`config.mk`:
```
export PLATFORM = sky130hd
export DESIGN_NAME = uart_tx_arbiter
export DESIGN_NICKNAME = d
export VERILOG_FILES = /design/src/rtl/uart_tx_arbiter.sv
export SDC_FILE = /design/constraint.sdc
export NUM_CORES = 1
export LEC_CHECK = 0
export CAP_MARGIN = 10
export CORE_MARGIN = 2
export CORE_UTILIZATION = 50
export DETAILED_ROUTE_END_ITERATION = 16
export GPL_ROUTABILITY_DRIVEN = 0
export PLACE_DENSITY_LB_ADDON = 0.08
export SLEW_MARGIN = 0
export SYNTH_ARGS = -nofsm -noshare
export SYNTH_HDL_FRONTEND = slang
export SYNTH_SLANG_ARGS = --single-unit
```
`constraint.sdc`:
```
create_clock -name sys_clk -period 2.4 [get_ports sys_clk]
set_input_delay 0.36 -clock sys_clk [delete_from_list [all_inputs] [get_ports sys_clk]]
set_output_delay 0.36 -clock sys_clk [all_outputs]
set_load 0.03 [all_outputs]
```
`src/rtl/uart_tx_arbiter.sv`:
```
// Round-robin arbiter sharing one UART transmit path between four byte-stream requesters.
// A grant is held for a whole message, so messages never interleave on the wire.
module uart_tx_arbiter #(
    parameter logic [15:0] hold_timeout = 16'd1024
) (
    input  logic        sys_clk,
    input  logic        sys_rst,
    input  logic [3:0]  req_valid,
    input  logic [31:0] req_data,
    input  logic [3:0]  req_last,
    output logic [3:0]  req_ready,
    output logic [7:0]  tx_data,
    output logic        tx_wr,
    input  logic        tx_done,
    output logic [3:0]  grant,
    output logic        busy,
    output logic        timeout_event
);

    typedef enum logic [1:0] {IDLE, WAIT, HOLD} state_t;

    state_t      state, state_nx;
    logic [1:0]  ptr, ptr_nx;
    logic [1:0]  owner, owner_nx;
    logic        last_flag, last_flag_nx;
    logic [15:0] timer, timer_nx;
    logic [3:0]  grant_nx;
    logic [7:0]  tx_data_nx;
    logic        tx_wr_nx;
    logic        timeout_nx;

    logic [1:0]  win;
    logic        win_vld;
    logic [1:0]  cand;
    logic [1:0]  xfer_idx;
    logic        xfer;

    // Scan from lowest to highest priority so the highest-priority hit wins.
    always_comb begin
        win     = ptr;
        win_vld = 1'b0;
        cand    = '0;
        for (int k = 4; k >= 1; k--) begin
            cand = ptr + 2'(k);
            if (req_valid[cand]) begin
                win     = cand;
                win_vld = 1'b1;
            end
        end
    end

    always_comb begin
        req_ready = '0;
        case (state)
            IDLE:    if (win_vld) req_ready = 4'b0001 << win;
            HOLD:    req_ready = grant;
            default: req_ready = '0;
        endcase
    end

    assign xfer     = |(req_valid & req_ready);
    assign xfer_idx = (state == IDLE) ? win : owner;
    assign busy     = (state != IDLE);

    always_comb begin
        state_nx     = state;
        ptr_nx       = ptr;
        owner_nx     = owner;
        last_flag_nx = last_flag;
        timer_nx     = timer;
        grant_nx     = grant;
        tx_data_nx   = tx_data;
        tx_wr_nx     = 1'b0;
        timeout_nx   = 1'b0;

        if ((state == IDLE || state == HOLD) && xfer) begin
            state_nx     = WAIT;
            owner_nx     = xfer_idx;
            grant_nx     = 4'b0001 << xfer_idx;
            tx_data_nx   = req_data[{xfer_idx, 3'b000} +: 8];
            tx_wr_nx     = 1'b1;
            last_flag_nx = req_last[xfer_idx];
        end else begin
            case (state)
                // tx_done coinciding with the start pulse belongs to no byte of ours
                WAIT: begin
                    if (tx_done && !tx_wr) begin
                        if (last_flag) begin
                            grant_nx = '0;
                            ptr_nx   = owner;
                            state_nx = IDLE;
                        end else begin
                            timer_nx = '0;
                            state_nx = HOLD;
                        end
                    end
                end
                HOLD: begin
                    if (hold_timeout != 16'd0 && timer == hold_timeout - 16'd1) begin
                        grant_nx   = '0;
                        ptr_nx     = owner;
                        timeout_nx = 1'b1;
                        state_nx   = IDLE;
                    end else if (timer != 16'hFFFF) begin
                        timer_nx = timer + 16'd1;
                    end
                end
                default: ;
            endcase
        end
    end

    always_ff @(posedge sys_clk) begin
        if (sys_rst) begin
            state         <= IDLE;
            ptr           <= 2'd3;
            owner         <= 2'd0;
            last_flag     <= 1'b0;
            timer         <= '0;
            grant         <= '0;
            tx_data       <= '0;
            tx_wr         <= 1'b0;
            timeout_event <= 1'b0;
        end else begin
            state         <= state_nx;
            ptr           <= ptr_nx;
            owner         <= owner_nx;
            last_flag     <= last_flag_nx;
            timer         <= timer_nx;
            grant         <= grant_nx;
            tx_data       <= tx_data_nx;
            tx_wr         <= tx_wr_nx;
            timeout_event <= timeout_nx;
        end
    end

endmodule

```
[Word level (Yosys, flattened, before mapping)]
Cells that the tools add are included.
Word-level totals
  flip-flop bits (word level): 37
  input port bits: 43
  output and inout port bits: 19
  logic and storage cells: 95
Cells by class
  bitwise logic cells: 3
  eq/ne operators: 13
  reduce and logical (&&, ||, !) cells: 16
  multiplexer cells: 41
  order comparisons: 5
  $add $sub $neg: 4
  shift-type cells: 3
Operator list (number)
  2-to-1 mux 16 bit: 4
  one-hot mux 16 bit (2 select lines): 1
  variable part select 32 x 6 -> 8 bit: 1
  2-to-1 mux 2 bit: 10
  2-to-1 mux 4 bit: 5
  adder 16 x 1 -> 16 bit (second input constant): 1
  equality test 16 x 10 -> 1 bit (second input constant): 1
  inequality test 16 bit (second input constant): 1
  one-hot mux 4 bit (2 select lines): 2
  less-than comparator 2 x 3 -> 1 bit (second input constant): 5
  2-to-1 mux 1 bit: 12
  binary-select mux 1 bit (select 2 bit): 5
  inequality test 2 bit (second input constant): 4
  one-hot mux 2 bit (2 select lines): 2
  << shifter 1 x 2 -> 4 bit (first input constant): 2
  inequality test 3 bit (second input constant): 2
  AND reduction 3 bit: 2
  AND reduction 6 bit: 1
  AND reduction 5 bit: 1
  adder 2 bit (second input constant): 2
  AND 4 bit: 1
  inequality test 2 x 1 -> 1 bit (second input constant): 2
  AND reduction 4 bit: 1
  nonzero test 2 bit: 2
  13 further kinds: 15

[Longest topological paths before layout]
Gate-level depths: netlist of run 1.
  word-level depth: 14
  depth in mapped cells: 9
  gate-level depth less buffers: 8

[Worst setup path before layout of run 1]
OpenSTA, ideal clock, no wires.
  path kind: register -> output
  start point: register state[0]
  end point: output req_ready[0]
  path buffers: 0
  cell stages (with the launch flop): 7
  slack: 0.075 ns
  data arrival time: 1.965 ns
  data required time: 2.040 ns
  path through: dfxtp_1 -> inv_1 -> ha_1 -> inv_1 -> a21oi_1 -> nand2_1 -> o21ai_0
On the way
  cells in the longest elaborated chain, start to end: 2
  elaborated cells on any way between the ends: 3
  those cells by class: eq/ne: 1; mux: 1; reduce/logical: 1
RTL lines
  start: declaration: line 22  | state_t state, state_nx;
  start signal: assignment: line 125  | state <= state_nx;
  equality test 2 bit or logical NOT 2 bit (tied branches): line 54  | case (state)
  one-hot mux 4 bit (2 select lines) *: line 54
  end: declaration: line 11  | output logic [3:0] req_ready,
Mark *: on every way between the ends. The rest lies on a longest branch, timed or not.

[Final worst setup path of run 1]
  start point: input req_valid[3]
  end point: output req_ready[3]
On the way
  cells in the longest elaborated chain, start to end: 8
  elaborated cells on any way between the ends: 18
  those cells by class: shift: 1; mux: 17
RTL lines
  start: declaration: line 8  | input logic [3:0] req_valid,
  binary-select mux 1 bit (select 2 bit): line 45  | if (req_valid[cand]) begin
  2-to-1 mux 1 bit (implied by the code): line 45
  2-to-1 mux 2 bit or 2-to-1 mux 1 bit (tied branches) (3 in a row): line 45
  << shifter 1 x 2 -> 4 bit or 2-to-1 mux 1 bit (tied branches): line 55, 45
  2-to-1 mux 4 bit *: line 55  | IDLE: if (win_vld) req_ready = 4'b0001 << win;
  one-hot mux 4 bit (2 select lines) *: line 54
Mark *: on every way between the ends. The rest lies on a longest branch, timed or not. The select of a mux whose other input is x is not followed.

==> results of run 1 <==
==> metrics by stage <==
stage                     utilization (%)  hold slack [ns]  power (mW)  setup TNS, ns  area (um2)
final                                68.1            0.472        2.44              0        3430
after detailed placement             66.0            0.463        1.96         -0.100        3330
after global routing                 68.1            0.525        2.58              0        3430
after floorplan                         -            0.446        1.54              0        2580
after global placement               66.0            0.463        1.94              0        3330
after CTS                            68.0            0.473        2.44              0        3430
==> state kept, by name, indices dropped and copies added, names as in the netlist <==
| register | cells |
|---|---|
| ptr | 2 |
| grant | 4 |
| tx_data | 8 |
| timeout_event | 1 |
| last_flag | 1 |
| owner | 2 |
| state | 2 |
| tx_wr | 1 |
| timer | 16 |
==> path summary, 6_finish.rpt <==
check	endpoint	from	slack, ns	depth (start not counted)
min reg2reg	owner[0]$_SDFFE_PP0P_	owner[0]$_SDFFE_PP0P_	0.47	2
min	owner[0]$_SDFFE_PP0P_	owner[0]$_SDFFE_PP0P_	0.47	2
max	req_ready[3]	req_valid[3]	0.06	7
max reg2reg	timer[14]$_SDFFE_PP0P_	state[1]$_SDFFE_PP0P_	0.19	7
==> metal layers <==
| layer | vias up | part of all wire (%) |
|---|---|---|
| met4 | 0 | 0.44 |
| met2 | 75 | 48 |
| met3 | 4 | 5.2 |
| met1 | 1335 | 47 |
| li1 | 1389 | - |
| met5 | - | 0 |
==> layout make-up <==
cell class                      instances  area [um2]
Inverter                               12        45.0
Clock inverter                          1        5.00
Multi-Input combinational cell        265        1700
Sequential cell                        37         741
Tap cell                               70        87.6
Fill cell                             462        1610
Clock buffer                            7        96.3
Timing Repair Buffer                   79         761
==> power groups by stage <==
stage / Sequential [mW] / Combinational [mW] / Clock [mW]
floorplan: 0.844 / 0.694 / 0
global placement: 0.759 / 1.19 / 0
detailed placement: 0.758 / 1.20 / 0
CTS: 0.744 / 1.21 / 0.491
global route: 0.753 / 1.31 / 0.522
finish: 0.745 / 1.21 / 0.484
==> synthesized netlist by cell type (all sizes together) (3+ instances only) <==
library cell,n
a21oi,28
a311oi,9
a32o,6
buf,7
clkbuf,16
dfxtp,37
ha,4
inv,12
mux2,9
mux2i,20
nand2,56
nand2b,5
nand3,9
nor2,24
nor2b,4
nor3,3
nor4,3
o21a,3
o21ai,16
o22ai,18
o31ai,5
or4,12
==> cells by family after synthesis <==
family | after synthesis | share of synthesized area, %
multiplexers | 29 | 11.7
AO/OA/AOI/OAI | 103 | 27.8
adder cells (fa/ha/maj) | 4 | 1.94
buffers and inverters | 35 | 5.72
flip-flops | 37 | 28.7
AND/OR/NAND/NOR | 129 | 24.2
==> worst max-delay path: stages <==
cell and delay (ns):
clkdlybuf4s50_1 0.46, nor2b_1 0.17, o21ai_0 0.16, o31a_1 0.31, inv_1 0.09, a32o_1 0.25
buf_4 0.16
==> repair_timing <==
item,CTS,global route
endpoints found under the hold margin,0,0
resized for setup,0,1
setup endpoints to repair,0,2
==> Implementation_results.wiki, run 1 <==
{| class="wikitable"
! Metric !! Value
|-
| Worst clock skew || 0.00955 ns
|-
| H-Tree Depth || 2
|-
| Cell leakage power || 1.24 nW
|-
| Antenna Nets Post-Route || 0
|-
| Syn Inst Count || 337
|-
| Pre-CTS setup slack || -0.0528 ns
|-
| Power per cell area || 711 mW/mm2
|-
| Worst setup SP type || input pin
|-
| Element type at the critical path end || output pin
|-
| Post-Route WL || ~7000 um
|-
| Met3 routing resource usage after global routing || just under 6%
|-
| Reg power frac || 30.5%
|-
| Global-route wire length before repair || 11200 um
|-
| Vias after detailed routing || 2803
|-
| Drt wl/cell || 14.9 um
|-
| Final worst path period need || 2.34 ns
|-
| Share of the clock period used by the worst path after layout || 97.4%
|-
| Via count of the first global-routing pass || 2407
|-
| Min-delay worst type || reg2reg
|-
| CORE AREA || 0.00504 mm2
|-
| I/O pin count || 62
|-
| Pre-Repair DR Iteration Count || 4
|-
| Largest voltage drop on the vdd net || 0.308 mV
|-
| Dominant cell type by area after synthesis || dfxtp_1
|-
| Vertical extent of the die || 75.9 um
|-
| Share of the synthesized area in the top cell type || 28.7%
|-
| Flops & latches, synth || 37
|-
| Arrival @ worst endpoint || 1.98 ns
|-
| Largest net degree at the start of global routing || 47
|-
| Clock Root Buffer || clkbuf_8
|-
| Net switching power || 0.957 mW
|-
| Met2 Usage GRT || 41.6%
|-
| Die Outline Area || 0.00576 mm2
|-
| Clk buf depth || 2
|-
| Clock-pin slew of the registers on the worst-case setup and hold paths || 0.07 ns
|-
| Starting density of the core || between 50% and 60%
|-
| PortBufs || 61
|-
| Count of inserted antenna diode cells || 0
|-
| Net count reported at finish || 447
|-
| GR Util All Layers || 25.1%
|-
| Buffers inserted by post-CTS timing repair || 0
|-
| Most common cell after layout, fill and taps aside || clkdlybuf4s50_1
|-
| Busiest layer in global routing || met2
|-
| Die width || 75.9 um
|-
| Worst path required time || 2.04 ns
|-
| Clock tree from TritonCTS || yes
|-
| Final setup violating endpoints || 0
|-
| Critical path start-end classification || in2out
|-
| Slew at the pin with the worst max-slew slack || 0.511 ns
|-
| Switching share of power || 39.2%
|-
| Combinational group share of total power || 49.6%
|-
| CTS sink count || 37
|-
| Number of CTS-inserted buffers || 5
|-
| Most frequent cells in the layout || clkdlybuf4s50_1 (57), nand2_1 (55), dfxtp_1 (37)
|-
| Slack of the critical path || just over 0.06 ns
|-
| Placement row count || 26
|-
| Yosys Warn Count || 0
|-
| Post-synthesis async set-or-reset flop share || 0%
|-
| Library cells used by synthesis || 54
|-
| Global routing met1 resource utilization || 33.8%
|-
| Number of maximum-capacitance constraint violations || 0
|-
| Tightest slew margin relative to the limit || 65.6%
|-
| Internal Power || 1.48 mW
|-
| Area contributors post-synth || dfxtp_1 (29%), nand2_1 (8.0%), mux2i_1 (7.8%), a21oi_1 (5.2%), o22ai_1 (4.4%)
|-
| Inst Count DP || around 460
|-
| Sequential cell area fraction in the yosys report || 28.7%
|-
| Fin. max-slew vios || 0
|-
| Maximum clock frequency || 0.428 GHz
|-
| HPWL after detailed placement || 5010 um
|-
| Highest net fanout along the worst path || 6
|-
| Ratio of cells with drive above 1 in the final layout || 11.7%
|-
| Skew-Pair Late Insertion Delay || 0.29 ns
|-
| Cell area after synthesis || 0.00258 mm2
|-
| GRT overflow || 0
|-
| Mean cell area of the mapped netlist || ~7.7 um2
|-
| Count of final hold-check violations || 0
|-
| Starting DRT DRC Count || 187
|-
| Post-synth EDFFs || 0
|-
| Setup repair after global routing missed its margin || false
|-
| Final instance count without filler cells || 471
|-
| Hold buffer count at cts || 0
|-
| Remaining DRCs || 0
|-
| Outcome || finished, final reports clean
|-
| Via-to-Cell Ratio || 5.95
|-
| Synthesized Nets || 384
|-
| Synth Flop Type || dfxtp_1
|-
| Number of antenna violations at the first check in global routing || 0
|-
| Fraction of power consumed by the clock network || 19.8%
|-
| Area added between synthesis and finish || 32.9%
|}
Power figures use the tool's default switching activity.
==> run 2, diff against run 1 <==
- CAP_MARGIN: 10 -> not set
==> results of run 2 <==
The final DEF is identical to that of run 1; final timing and power are the same.
==> run 3, diff against run 2 <==
- PLACE_DENSITY: not set -> 0.8
- PLACE_DENSITY_LB_ADDON: 0.08 -> not set
==> Implementation_results.wiki, run 3 (synthesis results as in run 1) <==
{| class="wikitable"
! Metric !! Value
|-
| Combinational group share of total power || 50.4% (+0.8 points)
|-
| Cell leakage power || 1.22 nW (-1.9%)
|-
| Count of inserted antenna diode cells || 0 (unchanged)
|-
| Final setup violating endpoints || 0 (unchanged)
|-
| Largest register by flop count || timer
|-
| Reg power frac || 31.3% (+0.8 points)
|-
| H-Tree Depth || 2 (unchanged)
|-
| Min-delay worst type || reg2reg
|-
| Number of flip-flops under the largest register name || 16 (unchanged)
|-
| Number of buffers and inverters on the critical path || 3 (unchanged)
|-
| Count of final hold-check violations || 0 (unchanged)
|-
| Ratio of cells with drive above 1 in the final layout || 10.6% (-1.1 points)
|-
| Slack of the critical path || 0.143 ns (+0.0806 ns)
|-
| Vertical extent of the die || 75.9 um (unchanged)
|-
| Post-place instance area || 0.00331 mm2 (-0.68%)
|-
| GR Util All Layers || 25.0% (-0.082 points)
|-
| Starting density of the core || 51.2% (unchanged)
|-
| CTS sink count || 37 (unchanged)
|-
| PortBufs || 61 (unchanged)
|-
| Die width || 75.9 um (unchanged)
|-
| I/O pin count || 62 (unchanged)
|-
| Arrival @ worst endpoint || 1.90 ns (-0.08 ns)
|-
| Post-Route WL || 7060 um (+0.89%)
|-
| Largest net degree at the start of global routing || 47 (unchanged)
|-
| Net count reported at finish || 444 (-0.67%)
|-
| Worst clock skew || 0.00541 ns (-0.00413 ns)
|-
| Highest net fanout along the worst path || 5 (-1)
|-
| Setup repair after global routing missed its margin || false
|-
| Internal Power || 1.44 mW (-2.8%)
|-
| Pre-Repair DR Iteration Count || 4 (unchanged)
|-
| Drt wl/cell || 15.1 um (+1.7%)
|-
| Skew-Pair Late Insertion Delay || 0.28 ns (about the same)
|-
| Element type at the critical path end || output pin
|-
| Power consumption || 2.39 mW (-2.2%)
|-
| Critical path start-end classification || in2out
|-
| GRT overflow || 0 (unchanged)
|-
| Worst-path cell with the longest stage delay || clkdlybuf4s50_1
|-
| Pre-CTS setup slack || -0.0320 ns (+0.0207 ns)
|-
| HPWL after detailed placement || 4950 um (-1.1%)
|-
| Non-Filler Cell Area, Final || 0.00340 mm2 (-1.1%)
|-
| Fin. max-slew vios || 0 (unchanged)
|-
| Starting DRT DRC Count || 195 (+4.3%)
|-
| Clock-pin slew of the registers on the worst-case setup and hold paths || 0.07 ns (about the same)
|-
| Global-route wire length before repair || 11300 um (+0.68%)
|-
| Clk buf depth || 2 (unchanged)
|-
| Area added between synthesis and finish || 31.5%
|-
| Clock tree from TritonCTS || yes
|-
| Switching share of power || 39.6% (+0.39 points)
|-
| Share of the clock period used by the worst path after layout || 94.1% (-3.4 points)
|-
| Final worst path period need || 2.26 ns (-0.0806 ns)
|-
| Vias after detailed routing || 2811 (+0.29%)
|-
| Remaining DRCs || 0 (unchanged)
|-
| Fraction of power consumed by the clock network || 18.3% (-1.5 points)
|-
| Number of CTS-inserted buffers || 5 (unchanged)
|-
| Clock Root Buffer || clkbuf_8
|-
| Via count of the first global-routing pass || 2527 (+5.0%)
|-
| Maximum clock frequency || 0.443 GHz (+3.6%)
|-
| Top Family by Delay on Critical Path || buffers and inverters
|-
| Worst path required time || 2.04 ns (about the same)
|-
| Most frequent cells in the layout || clkdlybuf4s50_1 (57), nand2_1 (55), dfxtp_1 (37)
|-
| Via-to-Cell Ratio || 6.02 (+1.1%)
|-
| Number of antenna violations at the first check in global routing || 0 (unchanged)
|-
| CORE AREA || 0.00504 mm2 (unchanged)
|-
| Most common cell after layout, fill and taps aside || clkdlybuf4s50_1
|-
| Buffers inserted by post-CTS timing repair || 0 (unchanged)
|-
| Slew at the pin with the worst max-slew slack || 0.565 ns (+0.0536 ns)
|-
| Tightest slew margin relative to the limit || 62.0% (-3.6 points)
|-
| Largest registers in the final layout || timer (16), tx_data (8), grant (4)
|-
| Largest voltage drop on the vdd net || 0.325 mV (+5.5%)
|-
| Net switching power || 0.946 mW (-1.2%)
|-
| Power per cell area || 703 mW/mm2 (-1.1%)
|-
| Outcome || finished, final reports clean
|-
| Antenna Nets Post-Route || 0 (unchanged)
|-
| Placement row count || 26 (unchanged)
|-
| CP max stage delay || 0.46 ns (about the same)
|-
| Cells along the critical path || clkdlybuf4s50_1 -> nor2b_1 -> o21ai_0 -> o31a_1 -> inv_1 -> a32o_1 -> buf_4
|-
| Worst setup SP type || input pin
|-
| Die Outline Area || 0.00576 mm2 (unchanged)
|-
| Number of maximum-capacitance constraint violations || 0 (unchanged)
|}
run 3: changes by cell type in the layout (fill, tap and decap cells not counted), sizes merged:
| cell | change |
|---|---|
| buf | -3 |
| clkinv | -1 |
run 3: per-layer routing:
metal	vias up	share of wire, %	GRT usage, %
met5	-	0	0
met2	91	49	42.0
li1	1383	-	-
met1	1330	44	33.2
met4	0	0.96	6.04
met3	7	6.2	4.63
run 3: power groups by stage:
stage               registers (mW)  logic, mW  clock network [mW]
floorplan                    0.844      0.694                   0
global placement             0.755       1.17                   0
detailed placement           0.757       1.19                   0
CTS                          0.744       1.20               0.439
global route                 0.752       1.30               0.470
finish                       0.746       1.20               0.438
run 3: what timing repair did:
item,CTS,global route
hold buffers,0,0
setup endpoints to repair,0,4
gates resized for setup,0,1
run 3: cell type report:
| class | count | area (um2) |
|---|---|---|
| tap | 70 | 87.6 |
| timing repair buffer | 76 | 738 |
| multi-input combinational | 265 | 1700 |
| fill | 432 | 1650 |
| sequential | 37 | 741 |
| inverter | 12 | 45.0 |
| clock buffer | 7 | 86.3 |
run 3: metrics by stage:
| stage | TNS (ns) | cells | utilization [%] | hold WS [ns] |
|---|---|---|---|---|
| after floorplan | 0 | 337 | - | 0.446 |
| after global placement | -0.00280 | 460 | 65.6 | 0.458 |
| after detailed placement | -0.0637 | 460 | 65.6 | 0.463 |
| after CTS | 0 | 467 | 67.3 | 0.474 |
| after global routing | 0 | 467 | 67.3 | 0.495 |
| final | 0 | 467 | 67.3 | 0.474 |
run 3: final timing paths:
kind                                             from                      to  slack [ns]  cells after the start
worst max-delay path                     req_valid[3]            req_ready[3]        0.14                      7
worst min-delay path            timer[1]$_SDFFE_PP0P_   timer[1]$_SDFFE_PP0P_        0.47                      2
worst max register to register  state[1]$_SDFFE_PP0P_  timer[14]$_SDFFE_PP0P_        0.18                      8
worst min register to register  timer[1]$_SDFFE_PP0P_   timer[1]$_SDFFE_PP0P_        0.47                      2
run 3: tightest hold or removal path, cell delays in order, from the launching register on:
cell     delay, ns
dfxtp_1       0.32
nand2_1       0.05
a21oi_1       0.05
